$ cat config.mk
export PLATFORM = sky130hd
export DESIGN_NAME = exec_alu
export DESIGN_NICKNAME = d
export VERILOG_FILES = /design/src/rtl/alu_pkg.sv /design/src/rtl/shift_sub_divider.sv /design/src/rtl/exec_alu.sv
export SDC_FILE = /design/constraint.sdc
export NUM_CORES = 1
export LEC_CHECK = 0
export CAP_MARGIN = 25
export CORE_ASPECT_RATIO = 0.8
export CORE_MARGIN = 1.5
export CORE_UTILIZATION = 60
export DETAILED_ROUTE_END_ITERATION = 10
export PLACE_DENSITY = 0.81
export SYNTH_ARGS = -nofsm -noshare
export SYNTH_HDL_FRONTEND = slang
export SYNTH_HIERARCHICAL = 1
export SYNTH_SLANG_ARGS = --single-unit
$ cat constraint.sdc
create_clock -name clk -period 10.6 [get_ports clk]
set_input_delay 2.12 -clock clk [delete_from_list [all_inputs] [get_ports clk]]
set_output_delay 2.12 -clock clk [all_outputs]
set_load 0.01 [all_outputs]
$ cat src/rtl/alu_pkg.sv
// alu_pkg: opcodes, FSM states and flag layout shared by the decoder and exec_alu.
package alu_pkg;
  localparam int WIDTH_DEF = 16;
  localparam logic [2:0] OP_ADD = 3'b000;
  localparam logic [2:0] OP_AND = 3'b010;
  localparam logic [2:0] OP_OR  = 3'b011;
  localparam logic [2:0] OP_MUL = 3'b100;
  localparam logic [2:0] OP_DIV = 3'b101;
  typedef enum logic [1:0] {IDLE, MUL, DIV} state_t;
  localparam int F_ZERO  = 0;
  localparam int F_CARRY = 1;
  localparam int F_OVF   = 2;
  localparam int F_DZ    = 3;
  localparam int F_ERR   = 4;
  function automatic logic [4:0] mk_flags(input logic err, dz, ovf, carry, zero);
    mk_flags = '0;
    mk_flags[F_ERR] = err;
    mk_flags[F_DZ] = dz;
    mk_flags[F_OVF] = ovf;
    mk_flags[F_CARRY] = carry;
    mk_flags[F_ZERO] = zero;
  endfunction
endpackage

$ cat src/rtl/shift_sub_divider.sv
// shift_sub_divider: unsigned restoring divider, one quotient bit per cycle.
module shift_sub_divider
  import alu_pkg::*;
#(
  parameter int WIDTH = WIDTH_DEF,
  parameter int ITER  = WIDTH
) (
  input  logic             clk,
  input  logic             rst,
  input  logic             start,
  input  logic [WIDTH-1:0] dividend,
  input  logic [WIDTH-1:0] divisor,
  output logic             done,
  output logic [WIDTH-1:0] quotient,
  output logic [WIDTH-1:0] remainder
);
  localparam int CW = $clog2(ITER + 1);
  logic             busy;
  logic [CW-1:0]    cnt;
  logic [WIDTH-1:0] quo, rem, dsr;
  logic [WIDTH:0]   shifted, diff;
  // quotient/remainder present the post-step values so the caller can latch them on the done cycle
  always_comb begin
    shifted = {rem, quo[WIDTH-1]};
    diff = shifted - {1'b0, dsr};
    quotient = {quo[WIDTH-2:0], ~diff[WIDTH]};
    remainder = diff[WIDTH] ? shifted[WIDTH-1:0] : diff[WIDTH-1:0];
    done = busy && cnt == CW'(ITER - 1);
  end
  always_ff @(posedge clk or posedge rst)
    if (rst) begin
      busy <= 1'b0;
      cnt <= '0;
      quo <= '0;
      rem <= '0;
      dsr <= '0;
    end else if (start && !busy) begin
      busy <= 1'b1;
      cnt <= '0;
      quo <= dividend;
      rem <= '0;
      dsr <= divisor;
    end else if (busy) begin
      quo <= quotient;
      rem <= remainder;
      cnt <= cnt + 1'b1;
      if (done) busy <= 1'b0;
    end
endmodule

$ cat src/rtl/exec_alu.sv
// exec_alu: single-cycle ADD/SUB/AND/OR plus iterative MUL (inline) and DIV (sub-module).
module exec_alu
  import alu_pkg::*;
#(
  parameter int WIDTH = WIDTH_DEF,
  parameter int ITER  = WIDTH
) (
  input  logic             clk,
  input  logic             rst,
  input  logic             start,
  input  logic [2:0]       op_select,
  input  logic             sub,
  input  logic [WIDTH-1:0] a,
  input  logic [WIDTH-1:0] b,
  output logic             busy,
  output logic             done,
  output logic [WIDTH-1:0] result,
  output logic [WIDTH-1:0] remainder,
  output logic [4:0]       flags
);
  localparam int CW = $clog2(ITER + 1);
  state_t             state;
  logic [CW-1:0]      cnt;
  logic [2*WIDTH-1:0] acc, mcand, acc_next;
  logic [WIDTH-1:0]   mplier, r1, quo, rem;
  logic [WIDTH:0]     sum;
  logic [4:0]         f1;
  logic               accept, is_add, legal, dz, div_done;
  always_comb begin
    accept = start && state == IDLE;
    is_add = op_select == OP_ADD;
    legal = is_add || op_select == OP_AND || op_select == OP_OR;
    sum = {1'b0, a} + {1'b0, sub ? ~b : b} + {{WIDTH{1'b0}}, sub};
    r1 = is_add ? sum[WIDTH-1:0] : op_select == OP_AND ? a & b : op_select == OP_OR ? a | b : '0;
    f1 = mk_flags(!legal, 1'b0, 1'b0, is_add && sum[WIDTH], legal && r1 == '0);
    acc_next = acc + (mplier[0] ? mcand : '0);
  end
  shift_sub_divider #(.WIDTH(WIDTH), .ITER(ITER)) u_div (
    .clk       (clk),
    .rst       (rst),
    .start     (accept && op_select == OP_DIV),
    .dividend  (a),
    .divisor   (b),
    .done      (div_done),
    .quotient  (quo),
    .remainder (rem)
  );
  always_ff @(posedge clk or posedge rst)
    if (rst) begin
      state <= IDLE;
      busy <= 1'b0;
      done <= 1'b0;
      result <= '0;
      remainder <= '0;
      flags <= '0;
      cnt <= '0;
      acc <= '0;
      mcand <= '0;
      mplier <= '0;
      dz <= 1'b0;
    end else begin
      done <= 1'b0;
      if (accept && op_select == OP_MUL) begin
        state <= MUL;
        busy <= 1'b1;
        cnt <= '0;
        acc <= '0;
        mcand <= {{WIDTH{1'b0}}, a};
        mplier <= b;
      end else if (accept && op_select == OP_DIV) begin
        state <= DIV;
        busy <= 1'b1;
        dz <= b == '0;
      end else if (accept) begin
        done <= 1'b1;
        result <= r1;
        remainder <= '0;
        flags <= f1;
      end else if (state == MUL) begin
        acc <= acc_next;
        mcand <= mcand << 1;
        mplier <= mplier >> 1;
        cnt <= cnt + 1'b1;
        if (cnt == CW'(ITER - 1)) begin
          state <= IDLE;
          busy <= 1'b0;
          done <= 1'b1;
          cnt <= '0;
          result <= acc_next[WIDTH-1:0];
          remainder <= '0;
          flags <= mk_flags(1'b0, 1'b0, |acc_next[2*WIDTH-1:WIDTH], 1'b0, acc_next[WIDTH-1:0] == '0);
        end
      end else if (state == DIV && div_done) begin
        state <= IDLE;
        busy <= 1'b0;
        done <= 1'b1;
        result <= quo;
        remainder <= rem;
        flags <= mk_flags(1'b0, dz, 1'b0, 1'b0, quo == '0);
      end
    end
endmodule

**Word-level counts from Yosys, hierarchy flattened**

Index checks and enable logic that the tools add are counted.

- Bits in writable memories: 0
- Memory bits (read-only): 0
- Memories: 0
- Flip-flop bits (word level): 181
- Output and inout bits: 39
- Logic and storage cells: 130
- Bits of input ports: 39
- Latch bits: 0

- Add/subtract/negate cells: 6
- Muxes and demuxes: 62
- Bitwise operators: 6
- Equality and inequality tests: 13
- $lt $le $gt $ge: 0
- Div/mod/pow operators: 0
- Shift operators: 0
- Multiply operators: 0
- Reduce and logical (&&, ||, !) cells: 27

Operators with widths:

| cell | count |
|---|---|
| 16-bit 2-to-1 mux | 21 |
| 32-bit 2-to-1 mux | 9 |
| 16-bit logical NOT | 4 |
| 5-bit 2-to-1 mux | 11 |
| 32-bit adder | 1 |
| 16-bit by 16-bit adder with 17-bit output | 1 |
| 17-bit by 1-bit adder with 17-bit output | 1 |
| 17-bit by 16-bit subtractor with 17-bit output | 1 |
| 16-bit AND | 1 |
| 16-bit NOT | 1 |
| 16-bit bitwise OR | 1 |
| 16-bit OR reduction | 1 |
| 1-bit 2-to-1 mux | 15 |
| 2-bit 2-to-1 mux | 6 |
| 5-bit by 1-bit adder with 5-bit output (second input constant) | 2 |
| 5-bit by 4-bit == test with 1-bit output (second input constant) | 2 |
| 1-bit logical AND | 8 |
| 3-bit by 2-bit == test with 1-bit output (second input constant) | 2 |
| 3-bit == test (second input constant) | 2 |
| 3-bit AND reduction | 2 |
| 4-bit by 2-bit inequality test with 1-bit output (second input constant) | 1 |
| 4-bit AND reduction | 1 |
| 2-bit nonzero test | 2 |
| 4-bit nonzero test | 1 |
| 13 further kinds | 17 |

**Logic depth before layout (Yosys ltp)**

Gate-level depths: netlist of run 1.

- Depth in word-level cells: 8
- Mapped depth: 16
- Depth with buffers taken out: 15

**Cells and area by module**

Netlist of run 1, hierarchy kept.

By module, submodules not included:

| module | times used | area each (µm²) | cells an instance |
|---|---|---|---|
| exec_alu | 1 | 8,545.7 | 1,039 |
| shift_sub_divider | 1 | 3,492.1 | 366 |

**Worst setup path before layout of run 1**

Ideal clock, no wire load.

- Path kind: input-to-reg
- From: input sub
- To: register flags[0]
- Stages: 14
- Library setup time: 0.066 ns
- Arrival time: 5.424 ns
- Slack: 5.110 ns
- Path through: clkbuf_1 clkbuf_1 xor2_1 ha_1 a21o_1 a31o_2 a2111oi_2 o21ai_0 a21oi_1 xor2_1 o22ai_1 a2111o_1 nor4_1 a31o_1

- Longest elaborated chain between the ends: 7

RTL lines:

| item | RTL line | RTL |
|---|---|---|
| start: declaration | exec_alu.sv:12 | `input logic sub,` |
| 16-bit 2-to-1 mux | exec_alu.sv:33 | `sum = {1'b0, a} + {1'b0, sub ? ~b : b} + {{WIDTH{1'b0}}, sub};` |
| 16-bit by 16-bit adder with 17-bit output | exec_alu.sv:33 |  |
| 17-bit by 1-bit adder with 17-bit output (*) | exec_alu.sv:33 |  |
| 16-bit 2-to-1 mux (*) | exec_alu.sv:34 | `r1 = is_add ? sum[WIDTH-1:0] : op_select == OP_AND ? a & b : op_select == OP_OR ? a \| b : '0;` |
| 16-bit logical NOT (*) | exec_alu.sv:35 | `f1 = mk_flags(!legal, 1'b0, 1'b0, is_add && sum[WIDTH], legal && r1 == '0);` |
| 1-bit logical AND (*) | exec_alu.sv:35 |  |
| 5-bit 2-to-1 mux (*) | exec_alu.sv:74 | `end else if (accept) begin` |
| end signal: assignment | exec_alu.sv:91 | `flags <= mk_flags(1'b0, 1'b0, \|acc_next[2*WIDTH-1:WIDTH], 1'b0, acc_next[WIDTH-1:0] == '0);` |
| end signal: assignment | exec_alu.sv:99 | `flags <= mk_flags(1'b0, dz, 1'b0, 1'b0, quo == '0);` |
| end: declaration | exec_alu.sv:19 | `output logic [4:0] flags` |

Every way passes the cells marked *; elsewhere a longest branch is shown, timed or not.
A chain may end at the register's enable or synchronous reset.

**Worst setup path in the final report of run 1**

- From: input start
- To: register flags[0]

- Longest elaborated chain between the ends: 4
- Elaborated cells on any way between the ends: 9

RTL lines:

| item | RTL line | RTL |
|---|---|---|
| start: declaration | exec_alu.sv:10 | `input logic start,` |
| 1-bit logical AND (*) | exec_alu.sv:30 | `accept = start && state == IDLE;` |
| branches (longest 3 deep; another with 4-bit AND reduction) | n/a |  |

Mark *: on every way between the ends.

==> results of run 1 <==
## metrics by stage
step / power (uW) / util (%) / instances / setup slack, ns
3_3_place_gp: 838 / 64.7 / 1664 / 4.42
2_1_floorplan: 785 / - / 1405 / 5.10
3_5_place_dp: 838 / 64.8 / 1665 / 4.30
6_report: 1520 / 68.1 / 1697 / 4.62
5_1_grt: 1560 / 68.1 / 1697 / 4.52
4_1_cts: 1520 / 68.0 / 1695 / 4.73
## Yosys cell counts, drive strengths merged (8+ instances only)
library cell	number	area, sq um
a211oi	13	103
a21o	28	210
a21oi	82	422
a22o	14	123
a22oi	36	270
and2	38	239
and3	9	56.3
buf	30	223
clkbuf	64	250
dfrtp	181	4530
ha	65	813
inv	45	169
maj3	11	110
mux2	16	229
mux2i	20	200
nand2	283	1060
nand2b	10	62.6
nand3	32	160
nand4	12	75.1
nor2	69	259
nor3	14	70.1
nor3b	10	75.1
nor4	13	81.3
o21ai	120	604
o21bai	8	60.1
o22ai	8	50.1
o31ai	8	60.1
xnor2	34	298
xor2	32	280
## per-layer routing
metal  share of wire, %  vias to the layer above  global-route usage [%]
met4                2.1                        0                    9.26
met2                 42                      493                    48.6
met1                 46                     5192                    51.2
met3                9.4                       51                    6.77
met5                  0                        -                       0
li1                   -                     4991                       -
## kinds of logic (layout without fill, tap and decap cells)
kind of cell,count (synthesis),after routing,share of synthesized area [%]
compound gates,383,383,20.7
xor+xnor,66,66,4.80
fa+ha+maj,79,79,8.17
buf+inv,139,167,5.33
flops,181,181,37.6
mux,36,36,3.57
simple gates,521,521,19.8
## state kept, by name, indices dropped and copies added, names as in the netlist
name and cells:
acc 32, mcand 32, mplier 16, remainder 16, result 16, u_div/dsr 16, u_div/quo 16, u_div/rem 16
cnt 5, flags 5, u_div/cnt 5, state 2, busy 1, done 1, dz 1, u_div/busy 1
## worst max-delay path: cells and delay by family
kind                   cells  cell delay [ns]
AOI/OAI and AO/OA          1             0.18
buffers and inverters      3             1.37
and+or+nand+nor            9             2.63
## how the worst min path moves through the flow
stage | to | slack [ns] | start | depth (start not counted)
6_report | remainder[5] | 0.47 | remainder[5] | 2
2_1_floorplan | mplier[10] | 0.45 | mplier[10] | 2
5_1_grt | mplier[13] | 0.49 | mplier[13] | 2
3_5_place_dp | remainder[5] | 0.46 | remainder[5] | 2
4_1_cts | remainder[5] | 0.47 | remainder[5] | 2
3_3_place_gp | remainder[6] | 0.45 | remainder[6] | 2
## power groups by stage
stage | clock, uW | sequential (uW) | combinational (uW)
final | 690 | 690 | 137
after global routing | 721 | 690 | 151
after CTS | 693 | 690 | 136
after detailed placement | 0 | 704 | 134
after global placement | 0 | 704 | 134
after floorplan | 0 | 704 | 81.2
## cell type report
type	count	area share, %
inverters	45	1.28
well taps	264	2.46
flip-flops and latches	181	33.7
clock inverters	13	1.49
clock buffers	17	3.17
multi-input cells	1085	51.3
repair buffers	92	6.65
==> impl_metrics.csv, run 1 <==
group,metric,value,unit
outcome,status,"finished clean",
sta,worstMarginPinSlew,1.09,ns
logic_synthesis,syn_nets,1512,
logic_synthesis,synthArstFlopShare,100,%
logic_synthesis,synth.distinct_cells,86,
run,drv_cap,0,
critical_path,crit_path_start,"start",
logic_synthesis,avgSynthCellArea,8.57,sq um
logic_synthesis,synth_edf_count,0,
sta,tns,0,ns
logic_synthesis,yosysSeqAreaShare,37.6,%
cts,tritoncts,"built",
finish,antenna_cells,0,
cts,ctsResizeCount,0,
drt,ant_nets,0,
logic_synthesis,syn-cell-area,12000,sq um
drt,totalWireLength,34.8,mm
floorplanning,ioPinCount,78,
sta,finalHoldViolCount,0,
global_routing,grt_max_degree,74,
sta,holdWs,0.470,ns
hold_path,hold_class,"reg -> reg",
finish,multi_input_area,6890,sq um
finish,drive_gt1_share,6.07,%
power_and_ir_drop,peakVddDrop,0.118,mV
cts,cts_buffer_depth,2,
drt,vias,10700,
drt,wl_per_cell,20.5,um
cts,cts_buffers,17,
critical_path,crit_chain,"clkdlybuf4s50_1 > and2b_4 > and2_1 > nor2_1 > or3_2 > buf_4 > inv_2 > nor2_1 > or4b_1 > or4_1 > or3_1 > nor4_1 > a31o_1",
power_and_ir_drop,swShare,25.0,%
critical_path,r2r_start,"mplier[0]",
logic_synthesis,ys.flop_type,"dfrtp_1",
sta,max_freq,167,MHz
floorplanning,core_area,19700,sq um
finish,fin_area,13400,sq um
critical_path,cpMostUsedCell,"nor2_1",
cts,clkLatencyLatePin,0.43,ns
critical_path,worst_ep_required_time,10.96,ns
power_and_ir_drop,combPwrFrac,9.0,%
finish,final_cell_mix,"nand2_1, dfrtp_1, o21ai_0",
sta,report.final.slew_viol_count,0,
logic_synthesis,synth-seq-cells,181,
global_routing,grt_pass1_wl,54.4,mm
critical_path,r2r_slack,5.70,ns
sta,skew,0.0142,ns
cts,htree_levels,4,
critical_path,endpoint_kind,"flip-flop",
critical_path,worstPathMaxFanout,54,
sta,period_share,56.4,%
finish,layout_commonest_cell,"nand2_1",
floorplanning,start_util,61.0,%
floorplanning,die_w,161,um
critical_path,r2r_cells,13,
finish,nNetsFinal,1529,
finish,fillers,1626,
floorplanning,die_h,130,um
critical_path,cp_slowest_cell,"clkdlybuf4s50_1",
drt,avgViaCountPerCell,6.32,
global_routing,track_usage,33.7,%
drt,drc,0,
placed_design,port_buffers,77,
logic_synthesis,postSynthCellCount,1405,
critical_path,slowest_delay,0.56,ns
finish,regArea,4530,sq um
floorplanning,rows,46,
floorplanning,die_area,20900,sq um
placed_design,dp_hpwl,24.5,mm
critical_path,start_kind,"primary input",
drt,drt_first_pass_iters,8,
placed_design,gp_congestion,0.972,
critical_path,arrival,6.34,ns
power_and_ir_drop,power.switching,379,uW
critical_path,cp-endpoint,"flags[0]",
global_routing,overflow,0,
power_and_ir_drop,leakage,0.00631,uW
placed_design,dpl_cell_area,12800,sq um
drt,drtIter0Drc,1039,
critical_path,timing.rr.end,"flags[0]",
cts,post-cts-setup-buffers,0,
sta,relSlewSlack,27.4,%
cts,cts.root.buffer_cell,"clkbuf_16",
sta,setup_viol,0,
sta,fin_crit,5.98,ns
global_routing,antenna_found_initial,0,
cts,path_clk_slew,0.07,ns
power_and_ir_drop,p_clk_share,45.5,%
power_and_ir_drop,sequentialPowerShare,45.5,%
sta,rsz0062_at_grt,"no",
global_routing,grt_pass1_vias,9670,
cts,ctsHoldBuffers,0,
finish,area_growth,11.6,%
logic_synthesis,ys_warn_count,6,
cts,cts_sinks,181,
power_and_ir_drop,power_density,113,nW/um^2
power_and_ir_drop,internal-power,1140,uW
critical_path,crit_type,"in -> reg",
No activity file was read; power rests on OpenSTA's default activity.
==> inputs of run 2 (changes only) <==
--- a/config.mk
+++ b/config.mk
@@ -8,9 +8,9 @@
 export CAP_MARGIN = 25
 export CORE_ASPECT_RATIO = 0.8
 export CORE_MARGIN = 1.5
-export CORE_UTILIZATION = 60
+export CORE_UTILIZATION = 55
 export DETAILED_ROUTE_END_ITERATION = 10
-export PLACE_DENSITY = 0.81
+export PLACE_DENSITY = 0.78
 export SYNTH_ARGS = -nofsm -noshare
 export SYNTH_HDL_FRONTEND = slang
 export SYNTH_HIERARCHICAL = 1
==> constraint.sdc (replaced) <==
create_clock -name clk -period 4.93 [get_ports clk]
set_input_delay 0.986 -clock clk [delete_from_list [all_inputs] [get_ports clk]]
set_output_delay 0.986 -clock clk [all_outputs]
set_load 0.01 [all_outputs]
==> impl_metrics.csv, run 2 (same netlist as run 1, synthesis figures left out) <==
group,metric,value,unit
critical_path,arrival,4.69,ns
sta,report.final.slew_viol_count,0,
sta,finalHoldViolCount,0,
drt,vias,10700,
critical_path,cpMostUsedCell,"or4_1",
global_routing,track_usage,30.4,%
sta,tns,0,ns
finish,nNetsFinal,1543,
power_and_ir_drop,peakVddDrop,0.236,mV
sta,holdWs,0.464,ns
finish,final_cell_mix,"nand2_1, dfrtp_1, o21ai_0",
cts,path_clk_slew,0.08,ns
cts,cts_buffers,17,
cts,ctsHoldBuffers,0,
floorplanning,start_util,56.0,%
floorplanning,ioPinCount,78,
sta,setup_viol,0,
critical_path,worstPathMaxFanout,13,
finish,layout_commonest_cell,"nand2_1",
finish,fin_area,13500,sq um
critical_path,crit_chain,"and2_1 > ha_1 > fa_1 > a21o_1 > o2bb2ai_1 > a211oi_1 > and2_2 > xnor2_1 > or4_1 > or4_1 > or4_1 > a21oi_1 > a31o_1",
critical_path,r2r_start,"mplier[0]",
finish,reg_top3,"acc x32, mcand x32",
sta,fin_crit,4.31,ns
cts,htree_levels,4,
critical_path,slowest_delay,0.52,ns
power_and_ir_drop,p_clk_share,42.3,%
sta,max_freq,232,MHz
sta,worstMarginPinSlew,0.926,ns
cts,cts_buffer_depth,2,
critical_path,endpoint_kind,"flip-flop",
drt,drc,0,
placed_design,dpl_cell_area,12900,sq um
run,drv_cap,0,
cts,cts.root.buffer_cell,"clkbuf_16",
floorplanning,core_area,21500,sq um
global_routing,overflow,0,
power_and_ir_drop,power_density,228,nW/um^2
power_and_ir_drop,sequentialPowerShare,48.1,%
finish,antenna_cells,0,
hold_path,holdPathEnd,"remainder[6]",
sta,relSlewSlack,38.1,%
cts,post-cts-setup-buffers,0,
finish,area_growth,12.2,%
critical_path,timing.rr.end,"flags[0]",
power_and_ir_drop,leakage,0.00634,uW
drt,ant_nets,0,
sta,period_share,87.4,%
hold_path,min_from,"remainder[6]",
placed_design,gp_congestion,0.986,
power_and_ir_drop,combPwrFrac,9.6,%
placed_design,dp_hpwl,24.0,mm
global_routing,antenna_found_initial,1,
critical_path,crit_type,"reg -> reg",
critical_path,cp_slowest_cell,"dfrtp_1",
global_routing,grt_pass1_vias,9891,
finish,drive_gt1_share,6.97,%
cts,clkLatencyLatePin,0.44,ns
drt,totalWireLength,33.7,mm
sta,skew,0.0129,ns
hold_path,hold_path_depth,2,
global_routing,grt_pass1_wl,54.1,mm
drt,drt_first_pass_iters,6,
power_and_ir_drop,internal-power,2260,uW
cts,tritoncts,"built",
cts,ctsResizeCount,0,
power_and_ir_drop,power.switching,820,uW
finish,stdcell_count,1724,
floorplanning,die_w,168,um
power_and_ir_drop,swShare,26.6,%
sta,rsz0062_at_grt,"no",
critical_path,r2r_cells,13,
placed_design,dpl.cell_count,1691,
floorplanning,rows,48,
placed_design,port_buffers,77,
drt,wl_per_cell,19.5,um
drt,avgViaCountPerCell,6.19,
critical_path,r2r_slack,0.62,ns
global_routing,grt_max_degree,128,
hold_path,hold_class,"reg -> reg",
floorplanning,die_h,135,um
critical_path,start_kind,"flip-flop",
cts,cts_sinks,181,
floorplanning,die_area,22800,sq um
outcome,status,"finished clean",
drt,drtIter0Drc,1290,
critical_path,worst_ep_required_time,5.31,ns
run 2: cell types whose count changed in the layout (fill, tap and decap cells not counted):
| cell | before | now |
|---|---|---|
| clkinv_4 | 5 | 3 |
| buf_4 | 13 | 27 |
| clkinvlp_4 | 1 | 3 |
| buf_16 | 0 | 1 |
| clkbuf_2 | 1 | 0 |
| inv_8 | 1 | 3 |
| bufinv_16 | 4 | 0 |
| clkbuf_1 | 0 | 2 |
| inv_6 | 2 | 4 |
run 2: power by group through the flow:
stage | logic [uW] | clock network, uW | registers (uW)
after floorplan | 175 | 0 | 1510
after global placement | 287 | 0 | 1510
after detailed placement | 290 | 0 | 1510
after CTS | 291 | 1330 | 1480
after global routing | 322 | 1380 | 1480
final | 296 | 1300 | 1480
run 2: through the flow:
stage                     setup WS (ns)  util (%)  power (uW)
after detailed placement          0.387      60.1        1800
after CTS                         0.688      62.7        3100
after floorplan                   0.560         -        1690
final                             0.620      62.8        3080
after global placement            0.411      60.1        1800
after global routing              0.408      62.8        3180
run 2: routing by layer:
layer | track usage, % | vias to the layer above | share of wire [%]
met5 | 0 | - | 0.030
met4 | 9.28 | 2 | 2.5
met3 | 5.55 | 57 | 7.9
met2 | 44.5 | 473 | 42
met1 | 45.7 | 5113 | 48
li1 | - | 5025 | -
run 2: worst max path at each step:
| stage | start | end | slack [ns] |
|---|---|---|---|
| final | mplier[0] | flags[0] | 0.62 |
| after CTS | mplier[0] | flags[0] | 0.69 |
| after detailed placement | b[0] | flags[0] | 0.39 |
| after floorplan | rst | acc[0] | 0.56 |
| after global placement | b[0] | flags[0] | 0.41 |
| after global routing | mplier[0] | flags[0] | 0.41 |
run 2: worst max-delay path, delay by kind of cell (launching register included):
family                     cells  cell delay, ns
AOI/OAI and AO/OA              5            1.07
xor gates and xnor gates       1            0.15
adders and majority gates      2            0.64
DFF                            1            0.52
and+or+nand+nor                5            1.89
run 2: final cells by class:
type,instances,area [sq um]
Clock buffer,19,433
Clock inverter,13,118
Fill cell,1838,8000
Inverter,45,171
Multi-Input combinational cell,1085,6890
Sequential cell,181,4530
Tap cell,275,344
Timing Repair Buffer,106,1020
==> inputs of run 3 (changes only) <==
--- a/config.mk
+++ b/config.mk
@@ -7,7 +7,7 @@
 export LEC_CHECK = 0
 export CAP_MARGIN = 25
 export CORE_ASPECT_RATIO = 0.8
-export CORE_MARGIN = 1.5
+export CORE_MARGIN = 3
 export CORE_UTILIZATION = 55
 export DETAILED_ROUTE_END_ITERATION = 10
 export PLACE_DENSITY = 0.78
==> impl_metrics.csv, run 3 (same netlist as run 1, synthesis figures left out) <==
group,metric,value,unit
finish,drive_gt1_share,7.17,%
drt,avgViaCountPerCell,6.24,
cts,cts.root.buffer_cell,"clkbuf_16",
global_routing,grt_pass1_wl,56.0,mm
critical_path,worst_ep_required_time,5.31,ns
critical_path,cp_slowest_cell,"clkdlybuf4s50_1",
critical_path,start_kind,"primary input",
drt,wl_per_cell,20.2,um
critical_path,slowest_delay,0.62,ns
floorplanning,die_h,138,um
global_routing,overflow,0,
finish,area_growth,12.9,%
hold_path,hold_class,"reg -> reg",
placed_design,port_buffers,77,
finish,reg_top3,"acc x32, mcand x32",
sta,report.final.slew_viol_count,0,
power_and_ir_drop,leakage,0.00640,uW
cts,cts_buffer_depth,2,
cts,post-cts-setup-buffers,0,
sta,worstMarginPinSlew,1.00,ns
cts,htree_levels,4,
global_routing,grt_max_degree,73,
power_and_ir_drop,power.total,3270,uW
sta,skew,0.0137,ns
drt,drt_first_pass_iters,8,
placed_design,place_ws,0.321,ns
placed_design,dp_hpwl,25.1,mm
drt,ant_nets,0,
cts,cts_buffers,17,
power_and_ir_drop,power_density,240,nW/um^2
cts,cts_sinks,181,
outcome,violations,"design-rule violations",
cts,path_clk_slew,0.08,ns
sta,holdWs,0.467,ns
sta,period_share,86.2,%
finish,final_cell_mix,"nand2_1, dfrtp_1, o21ai_0",
sta,fin_ws,0.682,ns
power_and_ir_drop,peakVddDrop,0.155,mV
sta,tns,0,ns
finish,antenna_cells,0,
sta,fin_crit,4.25,ns
floorplanning,start_util,57.0,%
finish,stdcell_count,1720,
finish,layout_commonest_cell,"nand2_1",
critical_path,worstPathMaxFanout,5,
drt,vias,10700,
drt,drtIter0Drc,1168,
floorplanning,core_area,21100,sq um
global_routing,antenna_found_initial,0,
floorplanning,ioPinCount,78,
drt,totalWireLength,34.7,mm
finish,multi_input_area,6890,sq um
global_routing,grt_pass1_vias,10200,
cts,ctsResizeCount,0,
cts,clkLatencyLatePin,0.44,ns
floorplanning,die_area,23700,sq um
sta,relSlewSlack,33.1,%
sta,setup_viol,0,
critical_path,arrival,4.62,ns
critical_path,crit_chain,"clkdlybuf4s50_1 > xor2_1 > ha_1 > a21o_1 > a31o_2 > a2111oi_2 > o21ai_0 > a21oi_1 > xor2_1 > o22ai_1 > a2111o_1 > nor4_1 > a31o_1",
outcome,status,"finished with violations",
cts,ctsHoldBuffers,0,
global_routing,track_usage,29.8,%
sta,finalHoldViolCount,0,
finish,fillers,1755,
floorplanning,rows,47,
sta,rsz0062_at_grt,"no",
cts,tritoncts,"built",
critical_path,cpMostUsedCell,"xor2_1",
sta,max_freq,235,MHz
drt,drc,1,
finish,regArea,4530,sq um
critical_path,endpoint_kind,"flip-flop",
critical_path,crit_type,"in -> reg",
run,drv_cap,0,
finish,nNetsFinal,1546,
placed_design,gp_congestion,0.945,
placed_design,dpl.cell_count,1689,
floorplanning,die_w,171,um
run 3: changes by cell type in the layout (fill, tap and decap cells not counted), sizes merged:
cell      delta
inv          -3
bufinv       +4
clkbuf       -1
clkinv       +2
clkinvlp     -3
buf          +3
run 3: layer usage:
layer / wire length, um / track usage [%]
met3: 3580 / 8.50
met2: 14200 / 40.7
met1: 16200 / 46.2
met5: 0 / 0
met4: 763 / 7.66
run 3: path summary, 6_finish.rpt:
| kind | slack, ns | start | depth (start not counted) | to |
|---|---|---|---|---|
| setup / recovery | 0.68 | b[2] | 13 | flags[0] |
| setup reg to reg | 0.80 | mplier[0] | 13 | flags[0] |
| max in group asynchronous | 2.91 | rst | 3 | mplier[5] |
| hold / removal | 0.47 | remainder[6] | 2 | remainder[6] |
| hold reg to reg | 0.47 | remainder[6] | 2 | remainder[6] |
| min in group asynchronous | 0.99 | rst | 2 | u_div/quo[8] |
run 3: area by class of cell:
class | count | area share (%)
sequential | 181 | 33.3
timing repair buffer | 109 | 7.62
clock buffer | 18 | 3.16
clock inverter | 13 | 1.46
tap | 269 | 2.48
multi-input combinational | 1085 | 50.7
inverter | 45 | 1.26
run 3: where the power goes:
group	switching [uW]	leakage (uW)	total, uW	internal, uW
clock network	625	0.000307	1480	857
registers	0	0.00206	1480	1480
logic	183	0.00403	300	116
total	808	0.00640	3270	2460
run 3: per-stage QoR:
stage | util [%] | instance area [sq um]
after global placement | 61.3 | 12900
final | 64.4 | 13600
after global routing | 64.4 | 13600
after floorplan | - | 12000
after CTS | 64.4 | 13600
after detailed placement | 61.4 | 13000
run 3: worst max-delay path: cells and delay by family:
family,cells,cell delay [ns]
AOI/OAI and AO/OA,8,2.05
buffers and inverters,1,0.62
xor gates and xnor gates,2,0.36
adders and majority gates,1,0.31
and+or+nand+nor,1,0.29
